**src/rtl/templatized_alu_pkg.sv**
```systemverilog
// -----------------------------------------------------------------------------
// templatized_alu_pkg
//
// Shared definitions for the ALU issue stage and its FIFO:
//   - opcode constants for the XOR and shift/rotate groups
//   - alu_op_t : {op_code, a, b} at the default operand width
//   - issue_state_e : issue FSM states
//   - helpers to classify an opcode
//
// No ports (package).
// -----------------------------------------------------------------------------
package templatized_alu_pkg;

    localparam int unsigned ALU_WIDTH = 32;  // default operand width
    localparam int unsigned OP_W      = 3;   // opcode width

    localparam logic [OP_W-1:0] OPCODE_XOR           = 3'd0;
    localparam logic [OP_W-1:0] OPCODE_SLL           = 3'd1;
    localparam logic [OP_W-1:0] OPCODE_SAR           = 3'd2;
    localparam logic [OP_W-1:0] OPCODE_ROTATIONLEFT  = 3'd3;
    localparam logic [OP_W-1:0] OPCODE_ROTATIONRIGHT = 3'd4;

    // One queued operation at the default width. Modules with a different
    // WIDTH declare the same layout locally with their own operand width.
    typedef struct packed {
        logic [OP_W-1:0]      op_code;
        logic [ALU_WIDTH-1:0] a;
        logic [ALU_WIDTH-1:0] b;
    } alu_op_t;

    typedef enum logic {
        IDLE = 1'b0,
        EXEC = 1'b1
    } issue_state_e;

    // Opcodes 5..7 have no datapath behind them and are dropped at the input.
    function automatic logic is_legal_op(input logic [OP_W-1:0] op_code);
        return op_code <= OPCODE_ROTATIONRIGHT;
    endfunction

    // XOR completes in one cycle; everything else is a shift/rotate.
    function automatic logic is_xor_group(input logic [OP_W-1:0] op_code);
        return op_code == OPCODE_XOR;
    endfunction

endpackage

```
**src/rtl/templatized_alu_issue_fifo.sv**
```systemverilog
// -----------------------------------------------------------------------------
// templatized_alu_issue_fifo
//
// Synchronous FIFO for queued ALU operations. Head entry is presented
// combinationally on rd_data whenever the FIFO is non-empty. Pushes while
// full and pops while empty are ignored. An occupancy counter drives
// full/empty so neither depends on same-cycle push/pop.
//
// Parameters:
//   DATA_W : entry width in bits
//   DEPTH  : number of entries, power of two, >= 2
//
// Ports:
//   clk      in   clock
//   rst_n    in   synchronous active-low reset (pointers and count)
//   push     in   write wr_data this cycle
//   wr_data  in   DATA_W entry to write
//   pop      in   discard the head entry this cycle
//   rd_data  out  DATA_W head entry
//   full     out  DEPTH entries held
//   empty    out  no entries held
// -----------------------------------------------------------------------------
module templatized_alu_issue_fifo #(
    parameter int unsigned DATA_W = 67,
    parameter int unsigned DEPTH  = 4
) (
    input  logic              clk,
    input  logic              rst_n,
    input  logic              push,
    input  logic [DATA_W-1:0] wr_data,
    input  logic              pop,
    output logic [DATA_W-1:0] rd_data,
    output logic              full,
    output logic              empty
);

    localparam int unsigned PTR_W = $clog2(DEPTH);
    localparam int unsigned CNT_W = $clog2(DEPTH + 1);

    logic [DATA_W-1:0] mem [DEPTH];
    logic [PTR_W-1:0]  wr_ptr_q;
    logic [PTR_W-1:0]  rd_ptr_q;
    logic [CNT_W-1:0]  count_q;

    logic push_en;
    logic pop_en;

    assign full    = (count_q == CNT_W'(DEPTH));
    assign empty   = (count_q == '0);
    assign push_en = push && !full;
    assign pop_en  = pop && !empty;
    assign rd_data = mem[rd_ptr_q];

    // NOTE: the storage array has no reset; entries are only observed once
    // the count says they were written, so clearing them buys nothing.
    always_ff @(posedge clk) begin
        if (push_en) begin
            mem[wr_ptr_q] <= wr_data;
        end
    end

    // NOTE: sequential state uses non-blocking assignments so every register
    // samples the pre-edge values regardless of statement order.
    always_ff @(posedge clk) begin
        if (!rst_n) begin
            wr_ptr_q <= '0;
            rd_ptr_q <= '0;
            count_q  <= '0;
        end else begin
            if (push_en) begin
                wr_ptr_q <= wr_ptr_q + PTR_W'(1);
            end
            if (pop_en) begin
                rd_ptr_q <= rd_ptr_q + PTR_W'(1);
            end
            unique case ({push_en, pop_en})
                2'b10:   count_q <= count_q + CNT_W'(1);
                2'b01:   count_q <= count_q - CNT_W'(1);
                default: count_q <= count_q;
            endcase
        end
    end

endmodule

```
**src/rtl/templatized_alu_issue.sv**
```systemverilog
// -----------------------------------------------------------------------------
// templatized_alu_issue
//
// Issue stage in front of the ALU control decoder and datapath. Accepts ops
// over valid/ready, queues them, and holds one op at a time in the issue
// register for its group latency (1 cycle for XOR, SHIFT_LAT cycles for
// shift/rotate). Illegal opcodes are accepted, dropped, and flagged.
//
// Optional feature: define TEMPLATIZED_ALU_ISSUE_STATS_EN to add the
// saturating issued_count port.
//
// Parameters:
//   WIDTH     : operand width
//   DEPTH     : FIFO entries, power of two, >= 2
//   SHIFT_LAT : cycles a shift/rotate op is held, >= 1
//
// Ports:
//   clk           in   clock
//   rst_n         in   synchronous active-low reset
//   in_valid      in   upstream op valid
//   in_ready      out  stage can accept an op (registered, = !full)
//   in_op_code    in   3-bit opcode
//   in_a, in_b    in   WIDTH operands
//   alu_valid     out  issue register holds a live op
//   alu_op_code   out  opcode to the control decoder
//   alu_a, alu_b  out  operands to the datapath
//   alu_retire    out  pulse on the final cycle of an op
//   illegal       out  pulse the cycle after an illegal-opcode handshake
//   issued_count  out  16-bit saturating retire count (stats build only)
// -----------------------------------------------------------------------------
module templatized_alu_issue
    import templatized_alu_pkg::*;
#(
    parameter int unsigned WIDTH     = ALU_WIDTH,
    parameter int unsigned DEPTH     = 4,
    parameter int unsigned SHIFT_LAT = 2
) (
    input  logic             clk,
    input  logic             rst_n,
    input  logic             in_valid,
    output logic             in_ready,
    input  logic [2:0]       in_op_code,
    input  logic [WIDTH-1:0] in_a,
    input  logic [WIDTH-1:0] in_b,
    output logic             alu_valid,
    output logic [2:0]       alu_op_code,
    output logic [WIDTH-1:0] alu_a,
    output logic [WIDTH-1:0] alu_b,
    output logic             alu_retire,
    output logic             illegal
`ifdef TEMPLATIZED_ALU_ISSUE_STATS_EN
    ,
    output logic [15:0]      issued_count
`endif
);

    // Same layout as alu_op_t, sized by this instance's WIDTH.
    typedef struct packed {
        logic [OP_W-1:0]  op_code;
        logic [WIDTH-1:0] a;
        logic [WIDTH-1:0] b;
    } entry_t;

    localparam int unsigned ENTRY_W = $bits(entry_t);
    // Counter must hold SHIFT_LAT-1; keep at least one bit when SHIFT_LAT is 1.
    localparam int unsigned LAT_W   = (SHIFT_LAT > 1) ? $clog2(SHIFT_LAT) : 1;

    function automatic logic [LAT_W-1:0] lat_load(input logic [OP_W-1:0] op_code);
        return is_xor_group(op_code) ? '0 : LAT_W'(SHIFT_LAT - 1);
    endfunction

    // ---------------------------------------------------------------- input
    logic   fifo_full;
    logic   fifo_empty;
    logic   fifo_pop;
    logic   in_fire;
    logic   push;
    entry_t wr_entry;
    entry_t head;
    logic [ENTRY_W-1:0] head_raw;

    assign in_ready = !fifo_full;
    assign in_fire  = in_valid && in_ready;
    assign push     = in_fire && is_legal_op(in_op_code);
    assign wr_entry = '{op_code: in_op_code, a: in_a, b: in_b};
    assign head     = entry_t'(head_raw);

    templatized_alu_issue_fifo #(
        .DATA_W (ENTRY_W),
        .DEPTH  (DEPTH)
    ) u_fifo (
        .clk     (clk),
        .rst_n   (rst_n),
        .push    (push),
        .wr_data (wr_entry),
        .pop     (fifo_pop),
        .rd_data (head_raw),
        .full    (fifo_full),
        .empty   (fifo_empty)
    );

    // ------------------------------------------------------------------ FSM
    issue_state_e     state_q;
    issue_state_e     state_d;
    logic [LAT_W-1:0] lat_cnt_q;
    logic [LAT_W-1:0] lat_cnt_d;

    always_ff @(posedge clk) begin
        if (!rst_n) begin
            state_q   <= IDLE;
            lat_cnt_q <= '0;
        end else begin
            state_q   <= state_d;
            lat_cnt_q <= lat_cnt_d;
        end
    end

    // NOTE: every output of a combinational block gets a default first so
    // no path leaves it unassigned and a latch is never inferred.
    always_comb begin
        state_d   = state_q;
        lat_cnt_d = lat_cnt_q;
        unique case (state_q)
            IDLE: begin
                if (!fifo_empty) begin
                    state_d   = EXEC;
                    lat_cnt_d = lat_load(head.op_code);
                end
            end
            EXEC: begin
                if (lat_cnt_q != '0) begin
                    lat_cnt_d = lat_cnt_q - LAT_W'(1);
                end else if (!fifo_empty) begin
                    // Retiring with work queued: reload on the same edge.
                    lat_cnt_d = lat_load(head.op_code);
                end else begin
                    state_d = IDLE;
                end
            end
            default: state_d = IDLE;
        endcase
    end

    always_comb begin
        alu_valid  = 1'b0;
        alu_retire = 1'b0;
        fifo_pop   = 1'b0;
        unique case (state_q)
            IDLE: begin
                fifo_pop = !fifo_empty;
            end
            EXEC: begin
                alu_valid  = 1'b1;
                alu_retire = (lat_cnt_q == '0);
                fifo_pop   = (lat_cnt_q == '0) && !fifo_empty;
            end
            default: ;
        endcase
    end

    // ------------------------------------------------------- issue register
    // Loads only on a pop, so it is stable through an op and keeps its last
    // value while idle.
    always_ff @(posedge clk) begin
        if (!rst_n) begin
            alu_op_code <= '0;
            alu_a       <= '0;
            alu_b       <= '0;
        end else if (fifo_pop) begin
            alu_op_code <= head.op_code;
            alu_a       <= head.a;
            alu_b       <= head.b;
        end
    end

    // -------------------------------------------------------- illegal pulse
    always_ff @(posedge clk) begin
        if (!rst_n) begin
            illegal <= 1'b0;
        end else begin
            illegal <= in_fire && !is_legal_op(in_op_code);
        end
    end

`ifdef TEMPLATIZED_ALU_ISSUE_STATS_EN
    // ---------------------------------------------------- retire statistics
    always_ff @(posedge clk) begin
        if (!rst_n) begin
            issued_count <= '0;
        end else if (alu_retire && (issued_count != 16'hFFFF)) begin
            issued_count <= issued_count + 16'd1;
        end
    end
`endif

endmodule
```
**config.mk**
```make
export PLATFORM = sky130hd
export DESIGN_NAME = templatized_alu_issue
export DESIGN_NICKNAME = d
export VERILOG_FILES = /design/src/rtl/templatized_alu_pkg.sv /design/src/rtl/templatized_alu_issue_fifo.sv /design/src/rtl/templatized_alu_issue.sv
export SDC_FILE = /design/constraint.sdc
export NUM_CORES = 1
export LEC_CHECK = 0
export CORE_UTILIZATION = 58
export CTS_BUF_LIST = sky130_fd_sc_hd__clkbuf_4
export DETAILED_ROUTE_END_ITERATION = 8
export GPL_ROUTABILITY_DRIVEN = 0
export PLACE_DENSITY_LB_ADDON = 0.08
export SYNTH_ARGS = -nofsm -noshare
export SYNTH_HDL_FRONTEND = slang
export SYNTH_HIERARCHICAL = 1
export SYNTH_SLANG_ARGS = --single-unit
export TNS_END_PERCENT = 50
```
**constraint.sdc**
```tcl
create_clock -name clk -period 4.6 [get_ports clk]
set_input_delay 0.69 -clock clk [delete_from_list [all_inputs] [get_ports clk]]
set_output_delay 0.69 -clock clk [all_outputs]
set_load 0.05 [all_outputs]
```
After elaboration in Yosys (flattened, before gate mapping)
Memory sizes are Yosys's and may differ from the RTL's. A register that Yosys moved wholly into a read port is not among the register bits.
Cells that the tools add are included.

storage, ports and cells
  flip-flop bits (word level) = 77
  latch bits = 0
  memory bits (writable) = 268
  bits in read-only memories = 0
  output and inout port bits = 71
  word-level logic and storage cells = 50
  memories kept = 1

memories
  name        words  width  read ports  clocked after Yosys merged registers in  wr ports  line                              source
  u_fifo.mem  4      67     1           1                                        1         templatized_alu_issue_fifo.sv:40  logic [DATA_W-1:0] mem [DEPTH];

operators by class
  add/subtract/negate cells = 5
  multiply operators = 0
  divide/modulo/power cells = 0
  order comparisons = 1
  eq/ne operators = 4
  shifts and indexed selects = 0
  multiplexer cells = 16
  bitwise operators = 2
  reduce and logical (&&, ||, !) cells = 12

operators with widths
  operator                                                number
  two-way mux 1 bit                                       10
  logical AND 1 bit                                       6
  zero test 3 bit                                         2
  one-hot mux 1 bit (2 select lines)                      3
  one-hot mux 3 bit (2 select lines)                      1
  adder 2 x 1 -> 2 bit (second input constant)            2
  two-way mux 2 bit                                       2
  adder 3 x 1 -> 3 bit (second input constant)            1
  == test 3 bit (second input constant)                   1
  less-or-equal comparator 3 bit (second input constant)  1
  zero test 1 bit                                         3
  subtractor 3 x 1 -> 3 bit (second input constant)       1
  == test 2 x 1 -> 1 bit (second input constant)          1
  == test 2 bit (second input constant)                   1
  inequality test 2 bit (second input constant)           1
  NOT 1 bit                                               2
  nonzero test 2 bit                                      1
  subtractor 1 bit (second input constant)                1

Logic depth before layout (Yosys ltp)
Gate-level depths: netlist of the first run.

  depth after elaboration = 7
  mapped depth = 11

Hierarchy
The synthesis of the first run kept the hierarchy.

modules (own cells, without submodules)
  module                      times used  cells an instance  area each (µm²)
  templatized_alu_issue_fifo  1           404                10191.0
  templatized_alu_issue       1           304                2763.9

Worst setup path before layout of the first run
No wires, ideal clock.

  path kind = input-to-reg
  from = in in_op_code[0]
  to = mem u_fifo.mem[0][0], enable pin
  arrival = 2988 ps
  path slack = 1180 ps
  stages = 5
  path buffers = 1
  cells stage by stage = o21a_1 > nor3b_1 > nor2b_1 > clkbuf_1 > and2_1

between the ends
  longest elaborated chain between the ends = 5

ends and longest elaborated chain
  element                                  line                              source
  start: declaration                       templatized_alu_issue.sv:42       input logic [2:0] in_op_code,
  less-or-equal comparator 3 bit           templatized_alu_pkg.sv:38         return op_code <= OPCODE_ROTATIONRIGHT;
  logical AND 1 bit                        templatized_alu_issue.sv:84       assign push = in_fire && is_legal_op(in_op_code);
  via push                                 templatized_alu_issue.sv:77       logic push;
  logical AND 1 bit                        templatized_alu_issue_fifo.sv:50  assign push_en = push && !full;
  two-way mux 1 bit                        templatized_alu_issue_fifo.sv:57  if (push_en) begin
  two-way mux 1 bit (not written as such)  templatized_alu_issue_fifo.sv:58  mem[wr_ptr_q] <= wr_data;
  end: declaration                         templatized_alu_issue_fifo.sv:40

The timed path passes the listed nets, and every way through them passes these cells.

Final worst setup path of the first run
  from = reg u_fifo.count_q[2]
  to = out in_ready

between the ends
  longest elaborated chain between the ends = 2

ends and longest elaborated chain
  element                   line                              source
  start: declaration        templatized_alu_issue_fifo.sv:43  logic [CNT_W-1:0] count_q;
  start signal: assignment  templatized_alu_issue_fifo.sv:77  2'b10: count_q <= count_q + CNT_W'(1);
  start signal: assignment  templatized_alu_issue_fifo.sv:78  2'b01: count_q <= count_q - CNT_W'(1);
  start signal: assignment  templatized_alu_issue_fifo.sv:79  default: count_q <= count_q;
  == test 3 bit             templatized_alu_issue_fifo.sv:48  assign full = (count_q == CNT_W'(DEPTH));
  via fifo_full             templatized_alu_issue.sv:73       logic fifo_full;
  zero test 1 bit           templatized_alu_issue.sv:82       assign in_ready = !fifo_full;
  end: declaration          templatized_alu_issue.sv:41       output logic in_ready,

The timed path passes the listed nets, and every way through them passes these cells.

==> results.txt, run 1 <==
The run finished with clean final reports. The critical path's largest stage delay came out at 720 ps. The ratio of cells with drive above 1 in the final layout came out at 23.7%. The worst-case setup margin in the final layout came out at 1600 ps. The worst min-delay path category is flop to flop. The wire length after detailed routing is 23700 um. The critical register-to-register path startpoint is u_fifo/count_q[2]. Setup repair after global routing left no endpoint under its margin. The root buffer cell chosen for the clock tree is clkbuf_4. The deepest clock path buffer count is 3.

The post-synthesis sequential element count is 347. The slowest stage of the critical path belongs to the cell clkdlybuf4s50_1. The setup violation total in the final timing report is 0. The H-tree level count came out at 3. The clock latency at the later pin of the worst-skew pair is 650 ps. The launch point of the critical path is u_fifo/count_q[2]. The iteration count of the initial detailed-routing pass came out at 5. The global router's overall resource usage came out at 21.7%. Derived from the worst setup path, the maximum achievable clock frequency is 333 MHz. Entering global routing, the biggest net connects 68 pins. The total of buffers placed on input and output ports is 140. Traced cell by cell, the critical path runs through nor3b_1 > inv_1 > clkdlybuf4s50_1.

The sum of negative setup slack came out at 0 ps. The initial antenna violation count is 2. The origin of the worst min-delay path is alu_a[19]. The endpoint identified for the worst register-to-register timing path is u_fifo/count_q[2]. The data arrival time of the critical path is 2310 ps. The number of slew-limit violations in the final report came out at 0. The power per standard cell area came out at 632 nW/um^2.

The number of distinct library cells after synthesis came out at 31. The final critical-path share of the clock period is 65.3%. The starting density of the core is 59.2%. TritonCTS built the clock tree. After detailed routing, the number of vias per cell comes to 5.43.

The die outline height came out at 151 um. The transition time at the pin with the least slew margin came out at 1080 ps. The area of the die is 22900 sq um. The pre-CTS worst setup slack came out at 1150 ps. After filler insertion, the fill cell instance count of the layout stands at 1423. In the synthesized netlist the dominant register cell turns out to be edfxtp_1.

Clock tree synthesis found a total of 347 sinks. The top cell types in the final layout, fill and taps aside, are 268 x edfxtp_1, 147 x clkbuf_4, 142 x nand2_1, 139 x clkdlybuf4s50_1, 77 x dfxtp_1. The first global-routing pass estimated 36700 um of wire. The number of nets still failing antenna checks after routing is 0. The number of failing hold endpoints at the final stage came out at 0.

The kind of launch point of the worst setup path is a flop. After floorplanning, the core was sized to cover 21900 sq um. The synthesized netlist net count is 784. The clock tree skew after final layout is 26.3 ps. The mean instance size in the synthesized netlist is 18.3 sq um. The routed length per placed instance came out at 18.9 um.

The sequential fraction of the synthesis area is 74.3%. The overall via count from detail_route is 6792. The leakage power summed over all cells came out at 5.29 nW. The instance count along the most critical hold path is 2. The die span in x is 151 um.

The total clock buffers created by CTS came out at 84. After clock tree synthesis, the clock-pin slew on the worst setup and hold paths is 60 ps. The synthesized instance count came out at 708. The tool flagged a number of max-cap violations equal to 0. The number of gates given a new drive strength after cts came out at 0. Counting cells, the worst reg-to-reg path comes to 10. The slack of the worst reg-to-reg path is 1910 ps. In this run, synthesis inferred 268 flip-flops with an integrated enable.

Buffers added to address setup during post-CTS repair amount to 0. The half-perimeter wire length after placement came out at 13200 um. The I/O pin count came out at 141. The area growth from synthesis to layout is 20.7%. The initial DRC count is 348. The placement row count is 54.

The net total in the final layout is 976. The number of global-route vias before repair came out at 7139. The minimum period implied by the final worst setup slack came out at 3000 ps. Headroom to the max-slew limit came out at 27.9%. Leaving out fill and tap cells, the most frequent cell in the layout is edfxtp_1.

The global route total overflow came out at 0. The total of hold buffers inserted after clock tree synthesis came out at 0. The cell area that synthesis handed to floorplanning was 13000 sq um. The worst endpoint required time is 3910 ps. The maximum VDD drop came out at 0.396 mV.

The residual DRC count came out at 0. The kind of critical path is flop to primary output. The Yosys step of the flow raised 6 warnings. In the synthesized netlist the async set-or-reset flop fraction comes to 0%.

The type of element capturing the critical path is a primary output. The largest driver fanout on the critical path came out at 4. The most critical setup path has its endpoint at in_ready.
-- synth_stat cells (2+ instances only) --
master,count,area share (%)
and2_1,6,0.29
dfxtp_1,79,12
edfxtp_1,268,62
buf_1,3,0.087
mux2i_1,69,5.3
buf_6,3,0.26
mux4_2,67,12
ha_1,5,0.48
buf_12,4,0.62
nor3b_1,2,0.12
o21ai_0,4,0.15
a21boi_0,3,0.17
buf_4,4,0.23
or3_1,2,0.097
clkbuf_1,11,0.32
buf_2,13,0.50
nor2b_1,3,0.14
inv_1,8,0.23
nand2_1,142,4.1
-- sequential cells by signal, indices dropped and copies added, names as in the netlist, named ones only --
name,count
alu_a,32
u_fifo/rd_ptr_q,2
illegal,1
lat_cnt_q,1
u_fifo/wr_ptr_q,2
state_q,1
u_fifo/count_q,3
alu_op_code,3
alu_b,32
u_fifo/mem,268
-- worst min-delay path by stage --
stage	to	slack, ps
2_1_floorplan	flop	450
3_3_place_gp	alu_a[1]	440
3_5_place_dp	alu_a[0]	450
4_1_cts	alu_a[19]	460
5_1_grt	alu_a[8]	470
6_report	alu_a[19]	450
-- power breakdown --
| part | switching (mW) | internal, mW |
|---|---|---|
| combinational | 1.87 | 1.28 |
| clock | 1.12 | 1.42 |
| sequential | 0.329 | 3.85 |
-- critical path: cells and delay by family, from the launching register on --
family,cells,cell delay [ps]
flops,1,390
buf+inv,2,830
simple gates,1,440
-- stage by stage --
step	hold WS (ps)	area, sq um	util, %	cells	power [mW]
CTS	458	15600	71.4	1248	10.0
detailed placement	447	14500	66.2	1094	7.44
floorplan	453	13000	-	708	6.55
global placement	441	14500	66.2	1094	7.35
finish	454	15600	71.4	1250	9.87
global route	475	15600	71.4	1249	10.4
-- area by class of cell --
type,instances,area (sq um),share of cell area (%)
inverter,8,30.0,0.192
sequential,347,9640,61.6
clock inverter,7,26.3,0.168
tap,280,350,2.24
clock buffer,147,1100,7.06
multi-input combinational,314,3050,19.5
antenna,2,5.00,0.0320
timing repair buffer,145,1440,9.19
-- cells by family (layout without fill, tap and decap cells) --
kind of cell    count (synthesis)  count (layout)  synth area share (%)
compound gates                 11              11                 0.579
xor+xnor                        2               2                 0.135
fa+ha+maj                       6               6                 0.637
buf+inv                        47             307                  2.29
flops                         347             347                  74.3
mux                           136             136                  17.0
other cells                     0               2                     0
simple gates                  159             159                  5.05
-- per-layer routing --
metal	global-route usage, %	share of wire [%]	up-vias
met1	27.2	41	3421
met5	0	0	-
li1	-	-	3129
met3	4.97	6.1	35
met2	36.5	52	207
met4	9.05	1.6	0
No activity file was read; power rests on OpenSTA's default activity.
==> inputs of run 2 (changes only) <==
Clock period 4.6 ns to 2.8 ns, I/O delays scaled along.
==> results.txt, run 2 (synthesized netlist as in run 1, its figures left out) <==
The run finished with clean final reports. The leakage power summed over all cells came out at 5.36 nW (+1.4%). The I/O pin count is 141 (unchanged). STA classifies the critical path startpoint as a flop. The switching power as a share of total power is 34.0% (+0.41 points).

The total of buffers placed on input and output ports came out at 140 (unchanged). The switching power came to 5.48 mW (+65%). The worst-case setup margin in the final layout is 212 ps (-1380 ps). The final critical-path share of the clock period came out at 92.4%. The cell count after placement is 1111 (+1.6%). The count of clock tree sinks is 347 (unchanged).

The clock latency at the later pin of the worst-skew pair is 650 ps (about the same). The worst-case headroom to the max-slew limit came out at 42.1% (+14 points). The destination of the critical timing path is in_ready. The number of standard cells in the layout, taps in and fillers out is 1269 (+1.5%). The clock slew at the register clock pins of the worst setup and hold paths came to 60 ps (about the same). The number of global-route vias before repair is 7534 (+5.5%).

The startpoint identified for the worst register-to-register timing path is u_fifo/count_q[2]. The number of nets still failing antenna checks after routing came to 0 (unchanged). The largest registers in the layout are u_fifo/mem x268, alu_a x32, alu_b x32. The slack of the worst reg-to-reg path is 240 ps (-1670 ps). Setup repair after global routing left no endpoint under its margin. The half-perimeter wire length after placement is 14200 um (+7.4%). The combinational fraction of design power is 33.4% (+1.5 points).

The die outline height is 151 um (unchanged). The iteration count of the initial detailed-routing pass was 4 (-1). The library cell used most frequently in the layout, excluding fill and tap cells, is edfxtp_1. The CTS tree is yes. STA classifies the critical path endpoint as a primary output.

The number of slew-limit violations in the final report is 0 (unchanged). The total of max-cap violations came to 0 (unchanged). Relative to the synthesized area, the layout overhead comes to 22.1%. The number of failing hold endpoints at the final stage is 0 (unchanged). The number of cell instances on the worst register-to-register path was 10 (unchanged). The data arrival time of the critical path was 2170 ps (-140 ps). The ratio of cells with drive above 1 in the final layout came out at 23.7% (+0.051 points).

The worst hold-check slack is 313 ps (-141 ps). The deepest clock path buffer count came out at 3 (unchanged). The global router's overall resource usage is 22.5% (+0.80 points). The worst path needs 2590 ps of the cycle, external delays included. The internal power contribution is 10.6 mW (+62%). The maximum VDD drop is 0.790 mV (+100%). The clock tree skew after final layout is 30.2 ps (+3.97 ps). The area inside the core boundary came out at 21900 sq um (unchanged). The number of flip-flops in the largest register came out at 268 (unchanged). The tree is rooted in a clkbuf_4. The initial antenna violation count came to 3 (+1). The transition time at the pin with the least slew margin is 869 ps (-212 ps). The pre-CTS worst setup slack is -123 ps (-1280 ps). The worst endpoint required time came out at 2380 ps (-1530 ps). The largest driver fanout on the critical path is 4 (unchanged).

The wire length after detailed routing was 24100 um (+1.9%). The launch point of the critical path is u_fifo/count_q[2]. For this run, the top clock speed supported by timing is 386 MHz. The power per standard cell area was 1020 nW/um^2 (+61%).

The critical path is of the flop to primary output type. The die span in x is 151 um (unchanged). Counting flops per register, the top entry is u_fifo/mem.

The global route total overflow is 0 (unchanged). The starting density of the core is 59.2% (unchanged). The library cells used most frequently in the layout, excluding fill and tap cells, are 268 x edfxtp_1, 142 x nand2_1, 139 x clkdlybuf4s50_1, 133 x clkbuf_4, 77 x dfxtp_1. The residual DRC count came out at 0 (unchanged). The total of hold buffers inserted after clock tree synthesis is 0 (unchanged).

The detailed-route vias per instance came out at 5.45 (+0.23%). The buffer count from post-CTS setup fixing came out at 0 (unchanged). The placement row count is 54 (unchanged).

The initial DRC count is 281 (-19%). The overall via count from detail_route is 6911 (+1.8%). The H-tree level count came out at 3 (unchanged). The portion of total power attributed to the clock network is 24.9% (-0.8 points). The sequential group share of total power came to 41.7% (-0.6 points).

The endpoint identified for the worst register-to-register timing path is u_fifo/count_q[2]. The area of the die was 22900 sq um (unchanged). The net total in the final layout came out at 994 (+1.8%). The setup violation total in the final timing report is 0 (unchanged).

The total clock buffers created by CTS came out at 85 (+1.2%). The worst min-delay path category is input pin to flop. The largest net degree at the start of global routing is 60 (-12%). The routed length per placed instance came out at 19.0 um (+0.42%). The first-pass GRT wire length came to 38200 um (+4.2%).
run 2: what timing repair did:
| item | in CTS | in global routing |
|---|---|---|
| gates resized for setup | 1 | 0 |
| hold endpoints to repair | 0 | 0 |
| setup endpoints to repair | 2 | 0 |
run 2: power by group through the flow:
stage	Clock (mW)	Sequential [mW]	Combinational, mW
floorplan	0	8.33	2.43
global placement	0	6.79	5.36
detailed placement	0	6.84	5.45
CTS	4.15	6.74	5.47
global route	4.41	6.82	5.72
finish	4.01	6.73	5.38
run 2: worst min path at each step:
stage                            start        end  depth (start not counted)
finish                           rst_n  alu_b[25]                          3
floorplan           u_fifo/rd_ptr_q[0]       flop                          2
CTS                              rst_n  alu_b[25]                          3
global placement             alu_b[19]  alu_b[19]                          2
global route                     rst_n  alu_b[25]                          3
detailed placement           alu_b[14]  alu_b[14]                          2
run 2: final cells by class:
type / instances / area, sq um
clock buffer: 133 / 998
fill: 1407 / 6080
clock inverter: 23 / 88.8
inverter: 8 / 30.0
timing repair buffer: 162 / 1650
multi-input combinational: 314 / 3050
tap: 280 / 350
sequential: 347 / 9640
antenna: 2 / 5.00
run 2: per-stage QoR:
stage               area, sq um  util (%)  power [mW]  TNS [ps]
floorplan                 13000         -        10.8    -46910
detailed placement        14700      67.2        12.3      -123
global placement          14700      67.2        12.2         0
finish                    15800      72.2        16.1         0
global route              15800      72.2        17.0         0
CTS                       15800      72.2        16.4         0
run 2: critical path: stages (launching register included):
cell             delay [ps]
dfxtp_1                 380
nor3b_2                 340
inv_1                   100
clkdlybuf4s50_1         720
run 2: routing by layer:
metal	vias up	routed length, um	track usage, %
li1	3189	-	-
met1	3486	10000	27.7
met2	197	12400	38.6
met3	37	1330	5.18
met4	2	385	9.00
met5	-	12	0
==> RTL change 1 (flow settings as in run 1) <==
`DEPTH` is set to 4 in 2 places; all go to 8.
--- a/src/rtl/templatized_alu_issue_fifo.sv
+++ b/src/rtl/templatized_alu_issue_fifo.sv
@@ -23,5 +23,5 @@
 module templatized_alu_issue_fifo #(
     parameter int unsigned DATA_W = 67,
-    parameter int unsigned DEPTH  = 4
+    parameter int unsigned DEPTH  = 8
 ) (
     input  logic              clk,
--- a/src/rtl/templatized_alu_issue.sv
+++ b/src/rtl/templatized_alu_issue.sv
@@ -33,5 +33,5 @@
 #(
     parameter int unsigned WIDTH     = ALU_WIDTH,
-    parameter int unsigned DEPTH     = 4,
+    parameter int unsigned DEPTH     = 8,
     parameter int unsigned SHIFT_LAT = 2
 ) (
Check against the original RTL: no difference found for any inputs over 4 cycles, from zero or initial values and one cycle with rst_n low; that may be too few to reach the edited logic, so the function may still have changed.
==> RTL change 1 against run 1 <==
  * Critical path depth grew 1
  * Sequential share of layout area grew 2.6 points
  * Wire length grew 92%
  * Final area grew 77%
  * Synthesized area grew 82%
  * Total power grew 59%
  * Sequential cell count grew 272
  * Setup slack lost 0.55 ns
  * Highest routed layer is now met5
==> RTL change 1: results (changes against run 1) <==
- The reg2reg setup slack is 1.51 ns (was 1.91 ns).
- The unique cell type count in the Yosys netlist is 40 (was 31).
- The worst slack at placement is 1.06 ns (was 1.15 ns).
- The maximum fanout along the worst path came to 8 (was 4).
- The via count of the first global-routing pass came to 12480 (was 7139).
- The via density per instance came to 5.64 (was 5.43).
- The largest net degree at the start of global routing was 76 (was 68).
- The total half-perimeter wirelength after legalization and detailed placement is 24.4 mm (was 13.2 mm).
- The most frequent standard cell in the layout excluding fill and tap cells is edfxtp_1 (unchanged).
- The clock tree buffer depth is 3 (unchanged).
- The starting DRC count in detailed routing is 744 (was 348).
- The clock latency of the later-clocked register in the worst-skew pair is 0.79 ns (was 0.65 ns).
- The number of buffers inserted by post-CTS setup repair was 0 (unchanged).
- The clock tree skew after final layout was 0.0368 ns (was 0.0263 ns).
- The depth of the worst hold-timing path is 2 (unchanged).
- Status: completed (unchanged).
- The worst hold-check path type is flip-flop to flip-flop (unchanged).
- The total track usage is 0.229 (was 0.217).
- The largest voltage drop on the vdd net is 0.467 mV (was 0.396 mV).
- The post-detailed-placement cell area is 25600 um^2 (was 14500 um^2).
- The fraction of layout cells with a size suffix above 1 is 0.320 (was 0.237).
- The count of yosys warnings during synthesis is 6 (unchanged).
- The top flip-flop cell by instance count after synthesis is edfxtp_1 (unchanged).
- The delay of the slowest cell on the worst path is 0.73 ns.
- The TritonCTS buffer count was 155 (was 84).
- The data arrival time of the worst path was 2.86 ns (was 2.31 ns).
- Largest registers: u_fifo/mem x536, alu_a x32, alu_b x32 (was u_fifo/mem x268, alu_a x32, alu_b x32).
- The sequential-to-total area share from yosys stat was 0.752 (was 0.743).
- The first-pass iteration count of the detailed router is 4 (was 5).
- The number of cell instances on the worst register-to-register path was 10 (unchanged).
- The number of nets at the end of the flow is 1485 (was 976).
- The routed wirelength normalized by instance count is 22.0 um (was 18.9 um).
- The relative slew slack came to 0.276 (was 0.279).
- The initial antenna violation count came to 3 (was 2).
- Synth top area cells: edfxtp_1 (68%), mux4_2 (13%), dfxtp_1 (7.0%) (was edfxtp_1 (62%), dfxtp_1 (12%), mux4_2 (12%)).
- The net count of the mapped netlist is 1227 (was 784).
- The number of cells upsized or downsized after cts came to 0 (unchanged).
- The number of synthesized flops with an enable pin was 536 (was 268).
- The slowest cell on the critical path is or4b_1 (was clkdlybuf4s50_1).
- The highest attainable clock frequency is 282 MHz (was 333 MHz).
- The number of levels the H-tree was split into is 4 (was 3).
- The port buffer count is 140 (unchanged).
- Most instantiated cells after synthesis: edfxtp_1 (536), nand2_1 (140), mux4_2 (134) (was edfxtp_1 (268), nand2_1 (142), dfxtp_1 (79)).
- The share of async-settable or async-resettable flops after synthesis is 0 (unchanged).
- The wire length of the first global-routing pass is 69.9 mm (was 36.7 mm).
- The static leakage power was 9.02 nW (was 5.29 nW).
- The clock tree root buffer cell is clkbuf_4 (unchanged).
- The final-layout worst hold slack is 0.455 ns (was 0.454 ns).
- The clock input transition at the sequential cells of the worst setup and hold paths is 0.07 ns.
==> RTL change 1: changes by cell type after synthesis, moves of 4 or more <==
cell | run 1 | this run
inv_1 | 8 | 3
mux4_2 | 67 | 134
nor3_1 | 0 | 5
buf_2 | 13 | 26
dfxtp_1 | 79 | 83
clkbuf_1 | 11 | 24
mux2_2 | 0 | 68
edfxtp_1 | 268 | 536
==> RTL change 1: per-stage QoR <==
stage | instances | power, mW
finish | 2059 | 15.7
global placement | 1778 | 11.2
global route | 2059 | 16.4
detailed placement | 1778 | 11.3
floorplan | 1152 | 10.2
CTS | 2057 | 15.9
==> RTL change 1: per-layer routing <==
layer  up-vias  share of wire  global-route usage
li1       5249              -                   -
met1      6010           0.43               0.300
met2       297           0.50               0.372
met3        60          0.052              0.0609
met4         2          0.016              0.0840
met5         -        0.00029                   0
==> RTL change 1: where the power goes <==
group	switching (mW)	internal [mW]	total (mW)
Combinational	2.31	1.81	4.12
Sequential	0.331	6.64	6.97
Clock	2.06	2.51	4.57
Total	4.70	11.0	15.7
==> RTL change 1: worst max-delay path, delay by kind of cell (launching register included) <==
family | cells | cell delay, ns
buffers and inverters | 3 | 0.95
flip-flops | 1 | 0.38
AND/OR/NAND/NOR | 1 | 0.73
==> RTL change 1: worst paths after layout <==
| check | startpoint | endpoint |
|---|---|---|
| hold reg to reg | alu_b[26]$_SDFFE_PN0P_ | alu_b[26]$_SDFFE_PN0P_ |
| setup / recovery | u_fifo/count_q[1]$_SDFFE_PN0P_ | in_ready |
| hold / removal | alu_b[26]$_SDFFE_PN0P_ | alu_b[26]$_SDFFE_PN0P_ |
| setup reg to reg | u_fifo/count_q[1]$_SDFFE_PN0P_ | u_fifo/count_q[2]$_SDFFE_PN0P_ |
==> RTL change 1: final cells by class <==
cell class / count / area [um^2]
inverter: 3 / 11.3
multi-input combinational: 467 / 5530
tap: 525 / 657
timing repair buffer: 164 / 1680
clock buffer: 237 / 1780
clock inverter: 42 / 241
sequential: 619 / 17800
fill: 2566 / 12200
antenna: 2 / 5.00
==> RTL change 1: cell families (layout without fill, tap and decap cells) <==
group	Yosys count	in the layout	share of synthesized area
adders and majority gates	5	5	0.00265
and+or+nand+nor	172	172	0.0312
AOI/OAI and AO/OA	11	11	0.00376
DFF	619	619	0.752
xor gates and xnor gates	7	7	0.00259
muxes	272	272	0.190
buffers and inverters	66	446	0.0184
other	0	2	0
==> RTL change 2 (flow settings as in run 1) <==
Made on the original files. Add a define of `TEMPLATIZED_ALU_ISSUE_STATS_EN`.
--- a/src/rtl/templatized_alu_issue.sv
+++ b/src/rtl/templatized_alu_issue.sv
@@ -29,4 +29,6 @@
 //   issued_count  out  16-bit saturating retire count (stats build only)
 // -----------------------------------------------------------------------------
+`define TEMPLATIZED_ALU_ISSUE_STATS_EN
+
 module templatized_alu_issue
     import templatized_alu_pkg::*;
Formal check against the unedited RTL (old outputs only; new: issued_count): same outputs for any inputs over 4 cycles, from zero or initial values and one cycle with rst_n low; that may be too few to reach the edited logic, so the function may still have changed.
==> RTL change 2 against run 1 <==
  * Clock power grew 3%
  * Total power grew 1.1%
  * Sequential cell count grew 16
  * Cell count grew 14%
  * Wire length grew 15%
  * Setup slack lost 0.10 ns
  * Sequential power grew 2%
  * Synthesized area grew 5.9%
  * Final area grew 6.8%
  * Fmax shrank 3.4%
  * Sequential share of layout area shrank 2.0 points
  * Non-clock buffer count grew 18
==> RTL change 2: results (changes against run 1) <==
- Largest registers: u_fifo/mem x268, alu_a x32, alu_b x32 (unchanged).
- The wire length of the first global-routing pass is 43.3 mm (was 36.7 mm).
- The number of cell instances on the worst register-to-register path came to 10 (unchanged).
- The unique cell type count in the Yosys netlist was 58 (was 31).
- The sequential-to-total area share from yosys stat is 0.725 (was 0.743).
- The slowest cell on the critical path is clkdlybuf4s50_1 (unchanged).
- The fraction of power spent switching nets is 0.351 (was 0.336).
- The largest voltage drop on the vdd net was 0.432 mV (was 0.396 mV).
- The clock latency of the later-clocked register in the worst-skew pair is 0.69 ns (was 0.65 ns).
- The clock tree skew after final layout is 0.0549 ns (was 0.0263 ns).
- The net count of the mapped netlist is 903 (was 784).
- The fraction of layout cells with a size suffix above 1 came to 0.215 (was 0.237).
- The delay of the slowest cell on the worst path was 0.89 ns (was 0.72 ns).
- The post-detailed-placement cell area is 15500 um^2 (was 14500 um^2).
- The static leakage power is 5.49 nW (was 5.29 nW).
- The total half-perimeter wirelength after legalization and detailed placement was 16.2 mm (was 13.2 mm).
- The clock input transition at the sequential cells of the worst setup and hold paths came to 0.06 ns (about the same).
- The worst hold-check path type is flip-flop to flip-flop (unchanged).
- The share of async-settable or async-resettable flops after synthesis was 0 (unchanged).
- The data arrival time of the worst path came to 2.42 ns (was 2.31 ns).
- The port buffer count is 156 (was 140).
- The number of vias after detailed routing is 7836 (was 6792).
- The clock tree root buffer cell is clkbuf_4 (unchanged).
- The number of cells upsized or downsized after cts was 0 (unchanged).
- The first-pass iteration count of the detailed router is 5 (unchanged).
- Most instantiated cells after synthesis: edfxtp_1 (268), nand2_1 (166), dfxtp_1 (95) (was edfxtp_1 (268), nand2_1 (142), dfxtp_1 (79)).
- The top flip-flop cell by instance count after synthesis is edfxtp_1 (unchanged).
- The TritonCTS buffer count came to 89 (was 84).
- The routed wirelength normalized by instance count was 19.0 um (was 18.9 um).
- The total track usage is 0.236 (was 0.217).
- Status: completed (unchanged).
- Synth top area cells: edfxtp_1 (59%), dfxtp_1 (14%), mux4_2 (11%) (was edfxtp_1 (62%), dfxtp_1 (12%), mux4_2 (12%)).
- The initial antenna violation count is 2 (unchanged).
- The number of nets at the end of the flow is 1112 (was 976).
- The clock tree buffer depth is 3 (unchanged).
- The via count of the first global-routing pass was 8515 (was 7139).
- The depth of the worst hold-timing path is 2 (unchanged).
- The number of buffers inserted by post-CTS setup repair was 0 (unchanged).
- The starting DRC count in detailed routing is 527 (was 348).
- The count of yosys warnings during synthesis was 6 (unchanged).
- The relative slew slack is 0.321 (was 0.279).
- The number of synthesized flops with an enable pin was 268 (unchanged).
- The number of levels the H-tree was split into came to 3 (unchanged).
- The maximum fanout along the worst path is 7 (was 4).
- The largest net degree at the start of global routing is 111 (was 68).
[RTL change 2: changes by cell type after synthesis, moves of 4 or more]
| cell | before | now |
|---|---|---|
| nand2b_1 | 0 | 6 |
| mux2i_1 | 69 | 8 |
| nor3_1 | 0 | 5 |
| dfxtp_1 | 79 | 95 |
| clkbuf_1 | 11 | 18 |
| nand2_1 | 142 | 166 |
| nand3_1 | 0 | 4 |
| a21boi_0 | 3 | 69 |
| nand4_1 | 0 | 7 |
[RTL change 2: path summary, 6_finish.rpt]
path                                  start                        endpoint  slack, ns
max                      state_q$_SDFF_PN0_                      alu_retire       1.49
min                  alu_a[30]$_SDFFE_PN0P_          alu_a[30]$_SDFFE_PN0P_       0.46
max reg2reg  u_fifo/count_q[1]$_SDFFE_PN0P_  u_fifo/count_q[2]$_SDFFE_PN0P_       1.64
min reg2reg          alu_a[30]$_SDFFE_PN0P_          alu_a[30]$_SDFFE_PN0P_       0.46
[RTL change 2: layout make-up]
class	instances	area, um^2
well taps	313	392
diodes	4	10.0
clock buffers	142	1070
clock inverters	25	106
inverters	12	45.0
multi-input cells	406	3450
repair buffers	163	1660
flip-flops and latches	363	9960
fillers	1469	6220
[RTL change 2: layer usage]
| layer | up-vias | global-route usage | share of wire |
|---|---|---|---|
| li1 | 3620 | - | - |
| met1 | 3915 | 0.283 | 0.40 |
| met2 | 260 | 0.420 | 0.53 |
| met3 | 39 | 0.0514 | 0.055 |
| met4 | 2 | 0.0854 | 0.016 |
| met5 | - | 0 | 0.00048 |
[RTL change 2: power by group through the flow]
stage                     registers (mW)  logic (mW)  clock network [mW]
after floorplan                     5.12        1.41                   0
after global placement              4.31        3.08                   0
after detailed placement            4.35        3.14                   0
after CTS                           4.28        3.15                2.69
after global routing                4.32        3.34                2.86
final                               4.27        3.10                2.61
[RTL change 2: critical path: cells and delay by family (launching register included)]
family / cells / cell delay [ns]
buffers and inverters: 1 / 0.89
DFF: 1 / 0.39
and+or+nand+nor: 1 / 0.44
[RTL change 2: cell families (layout without fill, tap and decap cells)]
logic type	count (synthesis)	in the layout	share of synthesized area
compound gates	97	97	0.0517
xor+xnor	2	2	0.00128
fa+ha+maj	7	7	0.00693
buf+inv	57	342	0.0242
flops	363	363	0.725
mux	75	75	0.116
other cells	0	4	0
simple gates	225	225	0.0748
[RTL change 2: metrics by stage]
| stage | worst slack, ns | util | cells |
|---|---|---|---|
| after floorplan | 1.18 | - | 826 |
| after global placement | 1.26 | 0.677 | 1257 |
| after detailed placement | 1.15 | 0.677 | 1257 |
| after CTS | 1.45 | 0.728 | 1424 |
| after global routing | 1.36 | 0.728 | 1427 |
| final | 1.49 | 0.728 | 1428 |
